### src/rtl/mem_access_seq_if.sv
// rtl/mem_access_seq_if.sv - control-side request/response and memory-side bus bundle for mem_access_seq
interface mem_access_seq_if;
    logic        req;
    logic [2:0]  op;
    logic [31:0] addr;
    logic [31:0] wdata;
    logic        busy;
    logic        done;
    logic        align_err;
    logic [31:0] rdata;
    logic [31:0] mem_addr;
    logic        mem_wr;
    logic [31:0] mem_wdata;
    logic [31:0] mem_rdata;

    modport slave (
        input  req, op, addr, wdata, mem_rdata,
        output busy, done, align_err, rdata, mem_addr, mem_wr, mem_wdata
    );

    modport master (
        output req, op, addr, wdata, mem_rdata,
        input  busy, done, align_err, rdata, mem_addr, mem_wr, mem_wdata
    );
endinterface

### src/rtl/mem_access_seq.sv
// rtl/mem_access_seq.sv - multicycle load/store sequencer with read-modify-write for sub-word stores
module mem_access_seq #(
    parameter int READ_LAT = 2,
    parameter bit SIGN_EXT = 1'b0
) (
    input  logic             clock,
    input  logic             reset,
    mem_access_seq_if.slave  bus
);
    localparam logic [2:0] OP_LW = 3'd0;
    localparam logic [2:0] OP_LH = 3'd1;
    localparam logic [2:0] OP_LB = 3'd2;
    localparam logic [2:0] OP_SW = 3'd3;
    localparam logic [2:0] OP_SH = 3'd4;
    localparam logic [2:0] OP_SB = 3'd5;

    typedef enum logic [1:0] {IDLE, RD_WAIT, WR, DONE} state_t;

    state_t      state;
    logic [2:0]  op_q;
    logic [1:0]  lane_q;
    logic [15:0] wdata_q;
    logic [2:0]  cnt;
    logic        busy_q;
    logic        done_q;
    logic        align_err_q;
    logic        mem_wr_q;
    logic [31:0] rdata_q;
    logic [31:0] mem_addr_q;
    logic [31:0] mem_wdata_q;

    assign bus.busy      = busy_q;
    assign bus.done      = done_q;
    assign bus.align_err = align_err_q;
    assign bus.rdata     = rdata_q;
    assign bus.mem_addr  = mem_addr_q;
    assign bus.mem_wr    = mem_wr_q;
    assign bus.mem_wdata = mem_wdata_q;

    function automatic logic bad_req(input logic [2:0] op, input logic [1:0] a);
        return (op > OP_SB)
            || ((op == OP_LW || op == OP_SW) && a != 2'b00)
            || ((op == OP_LH || op == OP_SH) && a[0]);
    endfunction

    function automatic logic [31:0] extract(input logic [2:0] op, input logic [1:0] a,
                                            input logic [31:0] w);
        logic [15:0] h;
        logic [7:0]  b;
        logic [31:0] r;
        h = a[1] ? w[31:16] : w[15:0];
        b = w[{a, 3'b000} +: 8];
        case (op)
            OP_LH:   r = {{16{SIGN_EXT & h[15]}}, h};
            OP_LB:   r = {{24{SIGN_EXT & b[7]}}, b};
            default: r = w;
        endcase
        return r;
    endfunction

    // Sub-word store: splice the new lane into the word just read back.
    function automatic logic [31:0] merge(input logic [2:0] op, input logic [1:0] a,
                                          input logic [15:0] d, input logic [31:0] w);
        logic [31:0] r;
        r = w;
        if (op == OP_SH) r[{a[1], 4'b0000} +: 16] = d;
        else             r[{a, 3'b000} +: 8]      = d[7:0];
        return r;
    endfunction

    always_ff @(posedge clock or negedge reset) begin
        if (!reset) begin
            state       <= IDLE;
            op_q        <= '0;
            lane_q      <= '0;
            wdata_q     <= '0;
            cnt         <= '0;
            busy_q      <= 1'b0;
            done_q      <= 1'b0;
            align_err_q <= 1'b0;
            mem_wr_q    <= 1'b0;
            rdata_q     <= '0;
            mem_addr_q  <= '0;
            mem_wdata_q <= '0;
        end else begin
            case (state)
                IDLE: begin
                    if (bus.req) begin
                        op_q       <= bus.op;
                        lane_q     <= bus.addr[1:0];
                        wdata_q    <= bus.wdata[15:0];
                        busy_q     <= 1'b1;
                        mem_addr_q <= {bus.addr[31:2], 2'b00};
                        if (bad_req(bus.op, bus.addr[1:0])) begin
                            state       <= DONE;
                            done_q      <= 1'b1;
                            align_err_q <= 1'b1;
                        end else if (bus.op == OP_SW) begin
                            state       <= WR;
                            mem_wr_q    <= 1'b1;
                            mem_wdata_q <= bus.wdata;
                        end else begin
                            state <= RD_WAIT;
                            cnt   <= 3'(READ_LAT);
                        end
                    end
                end
                RD_WAIT: begin
                    cnt <= cnt - 3'd1;
                    if (cnt == 3'd1) begin
                        if (op_q <= OP_LB) begin
                            state   <= DONE;
                            done_q  <= 1'b1;
                            rdata_q <= extract(op_q, lane_q, bus.mem_rdata);
                        end else begin
                            state       <= WR;
                            mem_wr_q    <= 1'b1;
                            mem_wdata_q <= merge(op_q, lane_q, wdata_q, bus.mem_rdata);
                        end
                    end
                end
                WR: begin
                    state       <= DONE;
                    mem_wr_q    <= 1'b0;
                    mem_wdata_q <= '0;
                    done_q      <= 1'b1;
                end
                DONE: begin
                    state       <= IDLE;
                    done_q      <= 1'b0;
                    align_err_q <= 1'b0;
                    busy_q      <= 1'b0;
                    mem_addr_q  <= '0;
                end
            endcase
        end
    end
endmodule

### src/flat_wrapper.sv
// flat-port wrapper written by rule: the top's interface ports become plain ports
module mem_access_seq_flat 
#(
    parameter int READ_LAT = 2,
    parameter bit SIGN_EXT = 1'b0
)
  (clock, reset, bus_req, bus_op, bus_addr, bus_wdata, bus_mem_rdata, bus_busy, bus_done, bus_align_err, bus_rdata, bus_mem_addr, bus_mem_wr, bus_mem_wdata);
  mem_access_seq_if bus_i ();
  input  logic clock;
  input  logic reset;
  input wire logic [$bits(bus_i.req)-1:0] bus_req;
  input wire logic [$bits(bus_i.op)-1:0] bus_op;
  input wire logic [$bits(bus_i.addr)-1:0] bus_addr;
  input wire logic [$bits(bus_i.wdata)-1:0] bus_wdata;
  input wire logic [$bits(bus_i.mem_rdata)-1:0] bus_mem_rdata;
  output wire logic [$bits(bus_i.busy)-1:0] bus_busy;
  output wire logic [$bits(bus_i.done)-1:0] bus_done;
  output wire logic [$bits(bus_i.align_err)-1:0] bus_align_err;
  output wire logic [$bits(bus_i.rdata)-1:0] bus_rdata;
  output wire logic [$bits(bus_i.mem_addr)-1:0] bus_mem_addr;
  output wire logic [$bits(bus_i.mem_wr)-1:0] bus_mem_wr;
  output wire logic [$bits(bus_i.mem_wdata)-1:0] bus_mem_wdata;
  assign bus_i.req = bus_req;
  assign bus_i.op = bus_op;
  assign bus_i.addr = bus_addr;
  assign bus_i.wdata = bus_wdata;
  assign bus_i.mem_rdata = bus_mem_rdata;
  assign bus_busy = bus_i.busy;
  assign bus_done = bus_i.done;
  assign bus_align_err = bus_i.align_err;
  assign bus_rdata = bus_i.rdata;
  assign bus_mem_addr = bus_i.mem_addr;
  assign bus_mem_wr = bus_i.mem_wr;
  assign bus_mem_wdata = bus_i.mem_wdata;
  mem_access_seq #(.READ_LAT(READ_LAT), .SIGN_EXT(SIGN_EXT)) u_core (.clock(clock), .reset(reset), .bus(bus_i));
endmodule
### config.mk
export PLATFORM = sky130hd
export DESIGN_NAME = mem_access_seq_flat
export DESIGN_NICKNAME = d
export VERILOG_FILES = /design/src/rtl/mem_access_seq_if.sv /design/src/rtl/mem_access_seq.sv /design/src/flat_wrapper.sv
export SDC_FILE = /design/constraint.sdc
export NUM_CORES = 1
export LEC_CHECK = 0
export CAP_MARGIN = 20
export CELL_PAD_IN_SITES_DETAIL_PLACEMENT = 1
export CELL_PAD_IN_SITES_GLOBAL_PLACEMENT = 1
export CORE_ASPECT_RATIO = 0.6
export CORE_UTILIZATION = 39
export DETAILED_ROUTE_END_ITERATION = 7
export PLACE_DENSITY_LB_ADDON = 0.15
export SLEW_MARGIN = 20
export SYNTH_ARGS = -nofsm -noshare
export SYNTH_HDL_FRONTEND = slang
export SYNTH_SLANG_ARGS = --single-unit
### constraint.sdc
create_clock -name clock -period 4.86 [get_ports clock]
set_input_delay 0.729 -clock clock [delete_from_list [all_inputs] [get_ports clock]]
set_output_delay 0.729 -clock clock [all_outputs]
set_load 0.1 [all_outputs]
==> impl_results.rst, run 1 <==
.. list-table::
   :header-rows: 1

   * - Metric
     - Value
   * - Clock insertion delay at the later pin of the skew report
     - 0.41 ns
   * - Final setup violation count
     - 0
   * - Root buffer cell
     - sky130_fd_sc_hd__clkbuf_16
   * - Area of the die
     - 0.0177 mm2
   * - Clock tree buffer depth
     - 2
   * - Placed Instances
     - about 1000
   * - Max-slew violation count
     - 0
   * - Count of cells along the worst register-to-register path
     - 7
   * - Number of synthesized flops with an enable pin
     - 0
   * - Count of unresolved DRC violations after routing
     - 0
   * - Final setup TNS
     - 0 ns
   * - Area added between synthesis and finish
     - 40.2%
   * - Initial DRT Pass Iterations
     - 5
   * - Startpoint class of the critical path
     - flop
   * - Width of the die
     - 171 um
   * - TritonCTS clock tree
     - done
   * - CP arrival
     - 3.19 ns
   * - Number of warnings printed during yosys synthesis
     - 0
   * - Post-route non-filler standard cell count
     - about 1100
   * - Total Wirelength
     - 24000 um
   * - Antenna Nets Post-Route
     - 0
   * - Worst Max-Slew Pin Slew
     - a little over 1 ns
   * - MaxCap Viol Count
     - 0
   * - Effective utilization at floorplan
     - between 40 and 50%
   * - Endpoint class of the critical path
     - flop
   * - Flip-flop cell with the highest count after synthesis
     - sky130_fd_sc_hd__dfrtp_1
   * - Synthesized-area fraction occupied by adder cells
     - 2.05%
   * - R2R Path Start
     - u_core.lane_q[1]$_DFFE_PN0P_
   * - Main combinational cell family by area after synthesis
     - compound AO/OA/AOI/OAI gates
   * - Biggest cell delay along the critical path
     - 0.65 ns
   * - Master of the slowest instance on the critical path
     - sky130_fd_sc_hd__buf_4
   * - Cell taking the most area after synthesis
     - sky130_fd_sc_hd__dfrtp_1
   * - Weighted congestion reported at the end of routability-driven placement
     - about 0.9
   * - CP startpoint
     - u_core.lane_q[1]$_DFFE_PN0P_
   * - IO Port Bufs
     - 199
   * - First-pass GRT wire length
     - 37600 um
   * - Total core area
     - 0.0165 mm2
   * - Critical Path Most Common Cell
     - sky130_fd_sc_hd__buf_4
   * - Number of hold buffers added after cts
     - 0
   * - Tot GR Track Use
     - roughly 28%
   * - Required time at the worst-slack endpoint
     - 5.21 ns
   * - Gr ovfl total
     - 0
   * - Worst hold-check path type
     - primary input to async pin
   * - Average instance area after synthesis
     - 10.4 um2
   * - Proportion of layout cells with a drive suffix above 1
     - 11.7%
   * - Initial antenna violation count
     - 0
   * - CTS buffer count
     - 17
   * - Worst reg-to-reg setup slack
     - 2.02 ns
   * - Final Core Density
     - a little under three fifths
   * - Largest cells by area after synthesis
     - sky130_fd_sc_hd__dfrtp_1, sky130_fd_sc_hd__mux2_2, sky130_fd_sc_hd__a22o_1
   * - Die height
     - 104 um
   * - Most numerous cell types in the synthesized netlist
     - sky130_fd_sc_hd__dfrtp_1, sky130_fd_sc_hd__inv_1, sky130_fd_sc_hd__o21ai_0
   * - Final critical path time including I/O delays and setup
     - approximately 2.8 ns
   * - Detailed placement HPWL
     - 17700 um
   * - Part of the Yosys area used for sequential elements
     - 46.3%
   * - Clock transition at the registers of the reported paths
     - 0.06 ns
   * - H-tree depth
     - 4
   * - Pin count of the biggest net entering global routing
     - ~70
   * - Top-count cell post-synth
     - sky130_fd_sc_hd__dfrtp_1
   * - CP Cell Sequence
     - buf_4 -> ha_1 -> nor4bb_1 -> buf_4 -> a221oi_1 -> o32ai_1 -> mux2_2
   * - Xor and xnor fraction of the mapped netlist area
     - 0.242%
   * - Synth cell types
     - 51
   * - Critical R2R Capture
     - u_core.bus.mem_wdata[28]$_DFFE_PN0P_
   * - Number of placement rows
     - 36
   * - Synthesized cell area
     - between 0.006 and 0.007 mm2
   * - Share of cell area taken by muxes after synthesis
     - 8.73%
   * - Synth Area in Simple Gates
     - 8.39%
   * - Fraction of the mapped netlist area in compound gates
     - 27.4%
   * - Largest fanout on the critical path
     - 70
   * - Period Utilization, post-route
     - 58.5%
   * - Final #Nets
     - between 900 and 1000
   * - Top-area cell type share of the netlist area
     - 46.3%
   * - Worst slew margin relative to its limit
     - 32.2%
   * - Post-synth ARST share
     - 100%
   * - Run status
     - complete, no violations
   * - Setup repair after global routing missed its margin
     - no
   * - Final routed wire length divided by cell count
     - 22.6 um
   * - Category of the critical setup timing path
     - flop to flop
   * - Skew final
     - about 0.014 ns
   * - # clock sinks
     - 124
   * - Post-synthesis cell count
     - 646
   * - Drt initial violations
     - 484
   * - Post-CTS Repair Setup Buffers
     - 0
   * - Detail-routed via count per cell
     - 5.89
   * - Final Hold Violating Endpoints
     - 0
   * - Ant. Diodes
     - 0
   * - Ports
     - 202
   * - Vias after detailed routing
     - 6256
   * - Number of synthesized register bits
     - 124
   * - Max frequency
     - approximately 0.35 GHz
   * - Number of global-route vias before repair
     - 6488
   * - Number of gates resized after cts
     - 0
how the worst max path moves through the flow:
stage / endpoint / slack [ns] / cells past startpoint
after floorplan: u_core.bus.mem_wdata[0]$_DFFE_PN0P_ / 2.50 / 8
after global placement: u_core.bus.mem_addr[15]$_DFFE_PN0P_ / 1.75 / 6
after detailed placement: u_core.bus.mem_addr[14]$_DFFE_PN0P_ / 1.53 / 6
after CTS: u_core.bus.mem_wdata[2]$_DFFE_PN0P_ / 1.77 / 6
after global routing: u_core.bus.mem_wdata[28]$_DFFE_PN0P_ / 1.85 / 7
final: u_core.bus.mem_wdata[28]$_DFFE_PN0P_ / 2.02 / 7
registers in the layout, summed over array words and instances, names as in the netlist:
signal,cells
u_core.bus.busy,1
u_core.bus.mem_wr,1
u_core.cnt,3
u_core.bus.align_err,1
u_core.bus.rdata,32
u_core.wdata_q,16
u_core.bus.done,1
u_core.op_q,3
u_core.state,2
u_core.bus.mem_wdata,32
u_core.lane_q,2
u_core.bus.mem_addr,30
metrics by stage:
step                hold WS, ns  area (um2)  worst slack, ns
floorplan                 0.433        6710             2.50
global placement          0.466        8830             1.75
detailed placement        0.470        8830             1.53
finish                    0.203        9410             2.02
global route              0.208        9410             1.85
CTS                       0.199        9400             1.77
layout by cell type, fill, tap and decap left out, types with 4 or more instances in the layout:
cell type                         instances
sky130_fd_sc_hd__dfrtp_1                123
sky130_fd_sc_hd__mux2_2                  42
sky130_fd_sc_hd__a221oi_1                32
sky130_fd_sc_hd__nand2_1                 41
sky130_fd_sc_hd__ha_1                    11
sky130_fd_sc_hd__a21oi_1                  6
sky130_fd_sc_hd__a211oi_1                25
sky130_fd_sc_hd__a311oi_1                 9
sky130_fd_sc_hd__clkbuf_16               17
sky130_fd_sc_hd__inv_1                   54
sky130_fd_sc_hd__mux2i_1                  9
sky130_fd_sc_hd__buf_4                   13
sky130_fd_sc_hd__o22ai_1                  8
sky130_fd_sc_hd__nor2_1                  13
sky130_fd_sc_hd__nor2b_1                 23
sky130_fd_sc_hd__a22o_1                  46
sky130_fd_sc_hd__o2bb2ai_1                8
sky130_fd_sc_hd__clkinv_2                 4
sky130_fd_sc_hd__o211a_1                  8
sky130_fd_sc_hd__a21o_1                   4
sky130_fd_sc_hd__clkdlybuf4s50_1        198
sky130_fd_sc_hd__o32ai_1                 32
sky130_fd_sc_hd__o21ai_0                 48
sky130_fd_sc_hd__and2_1                   5
sky130_fd_sc_hd__nand2b_1                 4
metal layers:
metal | wire (um) | part of all wire [%] | up-vias | GRT usage [%]
li1 | - | - | 2782 | -
met1 | 11200 | 47 | 3206 | 40.5
met2 | 10700 | 44 | 250 | 41.5
met3 | 1990 | 8.3 | 18 | 7.30
met4 | 155 | 0.65 | 0 | 5.48
met5 | 0 | 0 | - | 0
layout make-up:
type	count	area, um2
flip-flops and latches	124	3100
clock buffers	19	453
inverters	54	203
clock inverters	13	116
well taps	228	285
fillers	1816	7120
multi-input cells	414	3170
repair buffers	211	2080
logic make-up (layout without fill, tap and decap cells):
family                     after synthesis  count (layout)
other                                    1               2
AOI/OAI and AO/OA                      239             239
buffers and inverters                  109             297
adders and majority gates               11              11
xor gates and xnor gates                 1               1
muxes                                   53              53
and+or+nand+nor                        108             108
DFF                                    124             124
critical path, delay by kind of cell, from the launching register on:
family / cells / cell delay (ns)
AOI/OAI and AO/OA: 2 / 0.48
muxes: 1 / 0.22
and+or+nand+nor: 1 / 0.29
buffers and inverters: 2 / 0.88
DFF: 1 / 0.63
adders and majority gates: 1 / 0.28
Power of run 1 is not shown: default switching activity piles up to over one toggle a cycle in this logic, so the estimate is an artifact.
==> run 2: changes to the inputs <==
--- a/config.mk
+++ b/config.mk
@@ -9,7 +9,7 @@
 export CELL_PAD_IN_SITES_DETAIL_PLACEMENT = 1
 export CELL_PAD_IN_SITES_GLOBAL_PLACEMENT = 1
 export CORE_ASPECT_RATIO = 0.6
-export CORE_UTILIZATION = 39
+export CORE_UTILIZATION = 33
 export DETAILED_ROUTE_END_ITERATION = 7
 export PLACE_DENSITY_LB_ADDON = 0.15
 export SLEW_MARGIN = 20
==> constraint.sdc (replaced) <==
create_clock -name clock -period 2.37 [get_ports clock]
set_input_delay 0.3555 -clock clock [delete_from_list [all_inputs] [get_ports clock]]
set_output_delay 0.3555 -clock clock [all_outputs]
set_load 0.1 [all_outputs]
==> impl_results.rst, run 2 (synthesized netlist as in run 1, its figures left out) <==
.. list-table::
   :header-rows: 1

   * - Metric
     - Value
   * - Die height
     - 112 um (+8.5%)
   * - Worst slew margin relative to its limit
     - 52.0% (+20 points)
   * - Final setup violation count
     - 0 (unchanged)
   * - Largest fanout on the critical path
     - 8 (-89%)
   * - CP startpoint
     - u_core.lane_q[1]$_DFFE_PN0P_
   * - Period Utilization, post-route
     - 94.6% (+36 points)
   * - Detail-routed via count per cell
     - 5.60 (-4.9%)
   * - Final routed wire length divided by cell count
     - 22.4 um (-0.99%)
   * - IO Port Bufs
     - 199 (unchanged)
   * - Root buffer cell
     - sky130_fd_sc_hd__clkbuf_16
   * - Master of the slowest instance on the critical path
     - sky130_fd_sc_hd__o32ai_1
   * - CP Cell Sequence
     - inv_1 -> ha_1 -> nor4bb_1 -> buf_4 -> a221oi_1 -> o32ai_1 -> mux2_2
   * - Startpoint class of the critical path
     - flop
   * - Ports
     - 202 (unchanged)
   * - Cell family with the largest share of critical-path delay
     - compound AO/OA/AOI/OAI gates
   * - Number of gates resized after cts
     - 0 (unchanged)
   * - # clock sinks
     - 124 (unchanged)
   * - Final critical path time including I/O delays and setup
     - 2.24 ns (-0.603 ns)
   * - CP arrival
     - 2.60 ns (-0.59 ns)
   * - TritonCTS clock tree
     - done
   * - Count of unresolved DRC violations after routing
     - 0 (unchanged)
   * - Required time at the worst-slack endpoint
     - 2.73 ns (-2.48 ns)
   * - Combined flip-flop and latch cell area
     - 0.00310 mm2 (unchanged)
   * - Initial DRT Pass Iterations
     - 4 (-1)
   * - Total Wirelength
     - 25000 um (+4.1%)
   * - Area of the die
     - 0.0209 mm2 (+18%)
   * - Area added between synthesis and finish
     - 40.0%
   * - Run status
     - complete, no violations
   * - Post-placement cell area
     - 0.00880 mm2 (-0.37%)
   * - Final Core Density
     - 48.2% (-8.7 points)
   * - Total core area
     - 0.0195 mm2 (+18%)
   * - Layout fillers
     - 2122 (+17%)
   * - Number of global-route vias before repair
     - 6569 (+1.2%)
   * - Ant. Diodes
     - 0 (unchanged)
   * - Post-CTS Repair Setup Buffers
     - 0 (unchanged)
   * - Number of placement rows
     - 39 (+8.3%)
   * - Combined area of the multi-input logic cells
     - 0.00316 mm2 (-0.24%)
   * - Endpoint class of the critical path
     - flop
   * - Max frequency
     - 0.446 GHz (+27%)
   * - Weighted congestion reported at the end of routability-driven placement
     - 0.809 (-8.3%)
   * - R2R Path Start
     - u_core.lane_q[1]$_DFFE_PN0P_
   * - Gr ovfl total
     - 0 (unchanged)
   * - Setup repair after global routing missed its margin
     - no
   * - Most common cell after layout, fill and taps aside
     - sky130_fd_sc_hd__buf_4
   * - Detailed placement HPWL
     - 18600 um (+4.8%)
   * - Pin count of the biggest net entering global routing
     - 125 (+76%)
   * - Final design area excluding fillers
     - 0.00939 mm2 (-0.15%)
   * - First-pass GRT wire length
     - 38800 um (+3.1%)
   * - Final #Nets
     - 952 (+1.8%)
   * - Clock insertion delay at the later pin of the skew report
     - 0.42 ns (about the same)
   * - Tot GR Track Use
     - 24.8% (-3.0 points)
   * - Antenna Nets Post-Route
     - 0 (unchanged)
   * - Number of buffer and inverter stages on the critical path
     - 2 (unchanged)
   * - H-tree depth
     - 4 (unchanged)
   * - Biggest cell delay along the critical path
     - 0.46 ns (-0.19 ns)
   * - Worst Max-Slew Pin Slew
     - 0.710 ns (-0.303 ns)
   * - CTS buffer count
     - 17 (unchanged)
   * - Clock transition at the registers of the reported paths
     - 0.06 ns (about the same)
   * - Most frequent cells in the layout
     - sky130_fd_sc_hd__buf_4, sky130_fd_sc_hd__dfrtp_1, sky130_fd_sc_hd__clkdlybuf4s50_1
   * - Final Hold Violating Endpoints
     - 0 (unchanged)
   * - Clock tree buffer depth
     - 2 (unchanged)
   * - Vias after detailed routing
     - 6260 (+0.064%)
   * - Worst hold-check path type
     - primary input to async pin
   * - Category of the critical setup timing path
     - flop to flop
   * - Drt initial violations
     - 376 (-22%)
   * - Skew final
     - 0.0158 ns (+0.00161 ns)
   * - Proportion of layout cells with a drive suffix above 1
     - 24.8% (+13 points)
   * - Effective utilization at floorplan
     - 34.5% (-6.1 points)
   * - Max-slew violation count
     - 0 (unchanged)
   * - Initial antenna violation count
     - 0 (unchanged)
   * - Number of hold buffers added after cts
     - 0 (unchanged)
   * - MaxCap Viol Count
     - 0 (unchanged)
   * - Width of the die
     - 186 um (+8.6%)
[run 2: worst reg2reg max path, cell delays in order, from the launching register on]
cell,delay [ns]
sky130_fd_sc_hd__dfrtp_2,0.43
sky130_fd_sc_hd__inv_1,0.14
sky130_fd_sc_hd__ha_1,0.29
sky130_fd_sc_hd__nor4bb_1,0.30
sky130_fd_sc_hd__buf_4,0.23
sky130_fd_sc_hd__a221oi_1,0.10
sky130_fd_sc_hd__o32ai_1,0.46
sky130_fd_sc_hd__mux2_2,0.24
[run 2: layer usage]
metal | GRT usage (%) | vias to the layer above | part of all wire (%)
li1 | - | 2814 | -
met4 | 5.19 | 0 | 0.87
met3 | 5.68 | 18 | 6.4
met5 | 0 | - | 0
met2 | 35.7 | 222 | 43
met1 | 37.6 | 3206 | 50
[run 2: per-stage QoR]
stage	setup TNS, ns	hold WS [ns]	setup slack, ns	cells
floorplan	0	0.0599	0.0114	647
global placement	-0.565	0.470	-0.0281	1086
detailed placement	-1.10	0.486	-0.0734	1086
CTS	0	0.0622	0.122	1118
global route	0	0.103	0.0355	1118
finish	0	0.0152	0.129	1118
[run 2: cell type report]
cell class	count	area share, %
clock buffer	19	4.82
clock inverter	13	1.52
inverter	54	2.16
multi-input combinational	414	33.6
sequential	124	33.0
tap	266	3.54
timing repair buffer	228	21.3
[run 2: final timing paths]
check                                                       endpoint  slack, ns  cells after the start
min in group clock                   u_core.bus.rdata[3]$_DFFE_PN0P_       0.49                      2
max in group asynchronous       u_core.bus.mem_wdata[23]$_DFFE_PN0P_       1.78                      2
worst min register to register       u_core.bus.rdata[3]$_DFFE_PN0P_       0.49                      2
worst max-delay path            u_core.bus.mem_wdata[28]$_DFFE_PN0P_       0.13                      7
worst min-delay path                  u_core.wdata_q[14]$_DFFE_PN0P_       0.02                      2
worst max register to register  u_core.bus.mem_wdata[28]$_DFFE_PN0P_       0.13                      7
Power of run 2 is left out for the same reason.
==> run 3: changes to the inputs <==
--- a/config.mk
+++ b/config.mk
@@ -9,7 +9,7 @@
 export CELL_PAD_IN_SITES_DETAIL_PLACEMENT = 1
 export CELL_PAD_IN_SITES_GLOBAL_PLACEMENT = 1
 export CORE_ASPECT_RATIO = 0.6
-export CORE_UTILIZATION = 33
+export CORE_UTILIZATION = 36
 export DETAILED_ROUTE_END_ITERATION = 7
 export PLACE_DENSITY_LB_ADDON = 0.15
 export SLEW_MARGIN = 20
==> constraint.sdc (replaced) <==
create_clock -name clock -period 2.1 [get_ports clock]
set_input_delay 0.315 -clock clock [delete_from_list [all_inputs] [get_ports clock]]
set_output_delay 0.315 -clock clock [all_outputs]
set_load 0.1 [all_outputs]
==> impl_results.rst, run 3 (synthesized netlist as in run 1, its figures left out) <==
.. list-table::
   :header-rows: 1

   * - Metric
     - Value
   * - Period Utilization, post-route
     - 97.8% (+3.3 points)
   * - TritonCTS clock tree
     - done
   * - Max-slew violation count
     - 0 (unchanged)
   * - Setup slack after placement
     - -0.152 ns (-0.0783 ns)
   * - Routed metal-1 wire length
     - 12100 um (-3.4%)
   * - Gr ovfl total
     - 0 (unchanged)
   * - Total core area
     - 0.0182 mm2 (-6.7%)
   * - Max frequency
     - 0.487 GHz (+9.1%)
   * - Initial DRT Pass Iterations
     - 6 (+2)
   * - MaxCap Viol Count
     - 0 (unchanged)
   * - CP arrival
     - 2.35 ns (-0.25 ns)
   * - Category of the critical setup timing path
     - flop to flop
   * - Wire length on met2
     - 11300 um (+5.9%)
   * - Most frequent cells in the layout
     - sky130_fd_sc_hd__buf_4, sky130_fd_sc_hd__dfrtp_1, sky130_fd_sc_hd__clkdlybuf4s50_1
   * - Required time at the worst-slack endpoint
     - 2.40 ns (-0.33 ns)
   * - Worst-case setup margin in the final layout
     - 0.0454 ns (-0.0832 ns)
   * - Final Hold Violating Endpoints
     - 0 (unchanged)
   * - WHS
     - 0.299 ns (+0.284 ns)
   * - Detailed placement HPWL
     - 19000 um (+2.2%)
   * - Number of global-route vias before repair
     - 6849 (+4.3%)
   * - Proportion of layout cells with a drive suffix above 1
     - 28.2% (+3.4 points)
   * - Ant. Diodes
     - 0 (unchanged)
   * - Largest fanout on the critical path
     - 8 (unchanged)
   * - Pin count of the biggest net entering global routing
     - 92 (-26%)
   * - Final critical path time including I/O delays and setup
     - 2.05 ns (-0.187 ns)
   * - CP startpoint
     - u_core.lane_q[1]$_DFFE_PN0P_
   * - Clock insertion delay at the later pin of the skew report
     - 0.42 ns (about the same)
   * - Area added between synthesis and finish
     - 44.1%
   * - Detail-routed via count per cell
     - 5.77 (+3.1%)
   * - Antenna Nets Post-Route
     - 0 (unchanged)
   * - Clock transition at the registers of the reported paths
     - 0.06 ns (about the same)
   * - Effective utilization at floorplan
     - 36.9% (+2.5 points)
   * - Run status
     - complete, no violations
   * - IO Port Bufs
     - 199 (unchanged)
   * - Post-route non-filler standard cell count
     - 1117 (-0.089%)
   * - Final setup violation count
     - 0 (unchanged)
   * - Uppermost layer routed
     - met4
   * - Final #Nets
     - 977 (+2.6%)
   * - Setup repair after global routing missed its margin
     - yes
   * - First-pass GRT wire length
     - 39500 um (+1.7%)
   * - Startpoint class of the critical path
     - flop
   * - CTS buffer count
     - 17 (unchanged)
   * - Root buffer cell
     - sky130_fd_sc_hd__clkbuf_16
   * - Final routed wire length divided by cell count
     - 23.2 um (+3.6%)
   * - Drt initial violations
     - 432 (+15%)
   * - Ports
     - 202 (unchanged)
   * - Number of placement rows
     - 38 (-2.6%)
   * - Total Wirelength
     - 25900 um (+3.5%)
   * - Worst hold-check path type
     - primary input to async pin
   * - # clock sinks
     - 124 (unchanged)
   * - Final setup TNS
     - 0 ns (unchanged)
   * - Endpoint class of the critical path
     - flop
   * - Weighted congestion reported at the end of routability-driven placement
     - 0.846 (+4.6%)
   * - Skew final
     - 0.0139 ns (-0.00195 ns)
   * - Tot GR Track Use
     - 27.5% (+2.7 points)
   * - H-tree depth
     - 4 (unchanged)
   * - Width of the die
     - 178 um (-4.2%)
   * - Placed Instances
     - 1082 (-0.37%)
   * - Initial antenna violation count
     - 0 (unchanged)
   * - Met3 wire length
     - 2110 um (+31%)
   * - Most common cell after layout, fill and taps aside
     - sky130_fd_sc_hd__buf_4
   * - Die height
     - 108 um (-4.2%)
   * - R2R Path Start
     - u_core.lane_q[1]$_DFFE_PN0P_
   * - Vias after detailed routing
     - 6449 (+3.0%)
   * - Clock tree buffer depth
     - 2 (unchanged)
   * - Count of unresolved DRC violations after routing
     - 0 (unchanged)
   * - Area of the die
     - 0.0192 mm2 (-8.2%)
-- run 3: cell types whose count changed in the layout (fill, tap and decap cells not counted), moves of 3 or more --
cell,delta
sky130_fd_sc_hd__buf_12,+6
sky130_fd_sc_hd__ha_1,-3
sky130_fd_sc_hd__a221oi_1,-4
sky130_fd_sc_hd__a221oi_2,+3
sky130_fd_sc_hd__inv_6,+4
sky130_fd_sc_hd__buf_4,+17
-- run 3: layout make-up --
class / instances / area (um2)
fillers: 1960 / 8500
clock buffers: 17 / 425
clock inverters: 15 / 138
repair buffers: 253 / 2270
flip-flops and latches: 124 / 3100
multi-input cells: 414 / 3220
inverters: 54 / 205
well taps: 240 / 300
-- run 3: worst max-delay path, cell delays in order (launching register included) --
cell and delay (ns):
sky130_fd_sc_hd__dfrtp_2 0.42, sky130_fd_sc_hd__buf_4 0.16, sky130_fd_sc_hd__ha_2 0.18, sky130_fd_sc_hd__nor4bb_2 0.17, sky130_fd_sc_hd__buf_4 0.17, sky130_fd_sc_hd__buf_4 0.14, sky130_fd_sc_hd__a221oi_4 0.29, sky130_fd_sc_hd__o32ai_1 0.13
sky130_fd_sc_hd__mux2_2 0.28
-- run 3: through the flow --
step	util, %	instance area (um2)
after CTS	52.8	9590
after global routing	53.2	9670
after detailed placement	49.6	9010
after floorplan	-	6730
final	53.2	9670
after global placement	49.6	9010
-- run 3: final timing paths --
kind,to,slack [ns],depth (start not counted)
setup / recovery,u_core.bus.mem_wdata[25]$_DFFE_PN0P_,0.05,8
hold / removal,u_core.bus.mem_addr[3]$_DFFE_PN0P_,0.30,2
setup reg to reg,u_core.bus.mem_wdata[25]$_DFFE_PN0P_,0.05,8
hold reg to reg,u_core.bus.rdata[7]$_DFFE_PN0P_,0.49,2
max in group asynchronous,u_core.lane_q[1]$_DFFE_PN0P_,1.11,3
min in group clock,u_core.bus.rdata[7]$_DFFE_PN0P_,0.49,2
-- run 3: timing repair --
action | 4_1_cts | 5_1_grt
endpoints found under the setup margin | 2 | 55
pin swaps | 0 | 2
resized for setup | 1 | 11
setup buffers | 0 | 2
gates cloned | 0 | 0
hold buffers | 1 | 0
hold endpoints to repair | 13 | 0
-- run 3: routing by layer --
layer / vias up / GRT usage [%]
met5: - / 0
met4: 0 / 6.42
met3: 44 / 8.51
met2: 275 / 41.0
met1: 3253 / 38.7
li1: 2877 / -
Power of run 3 is left out for the same reason.
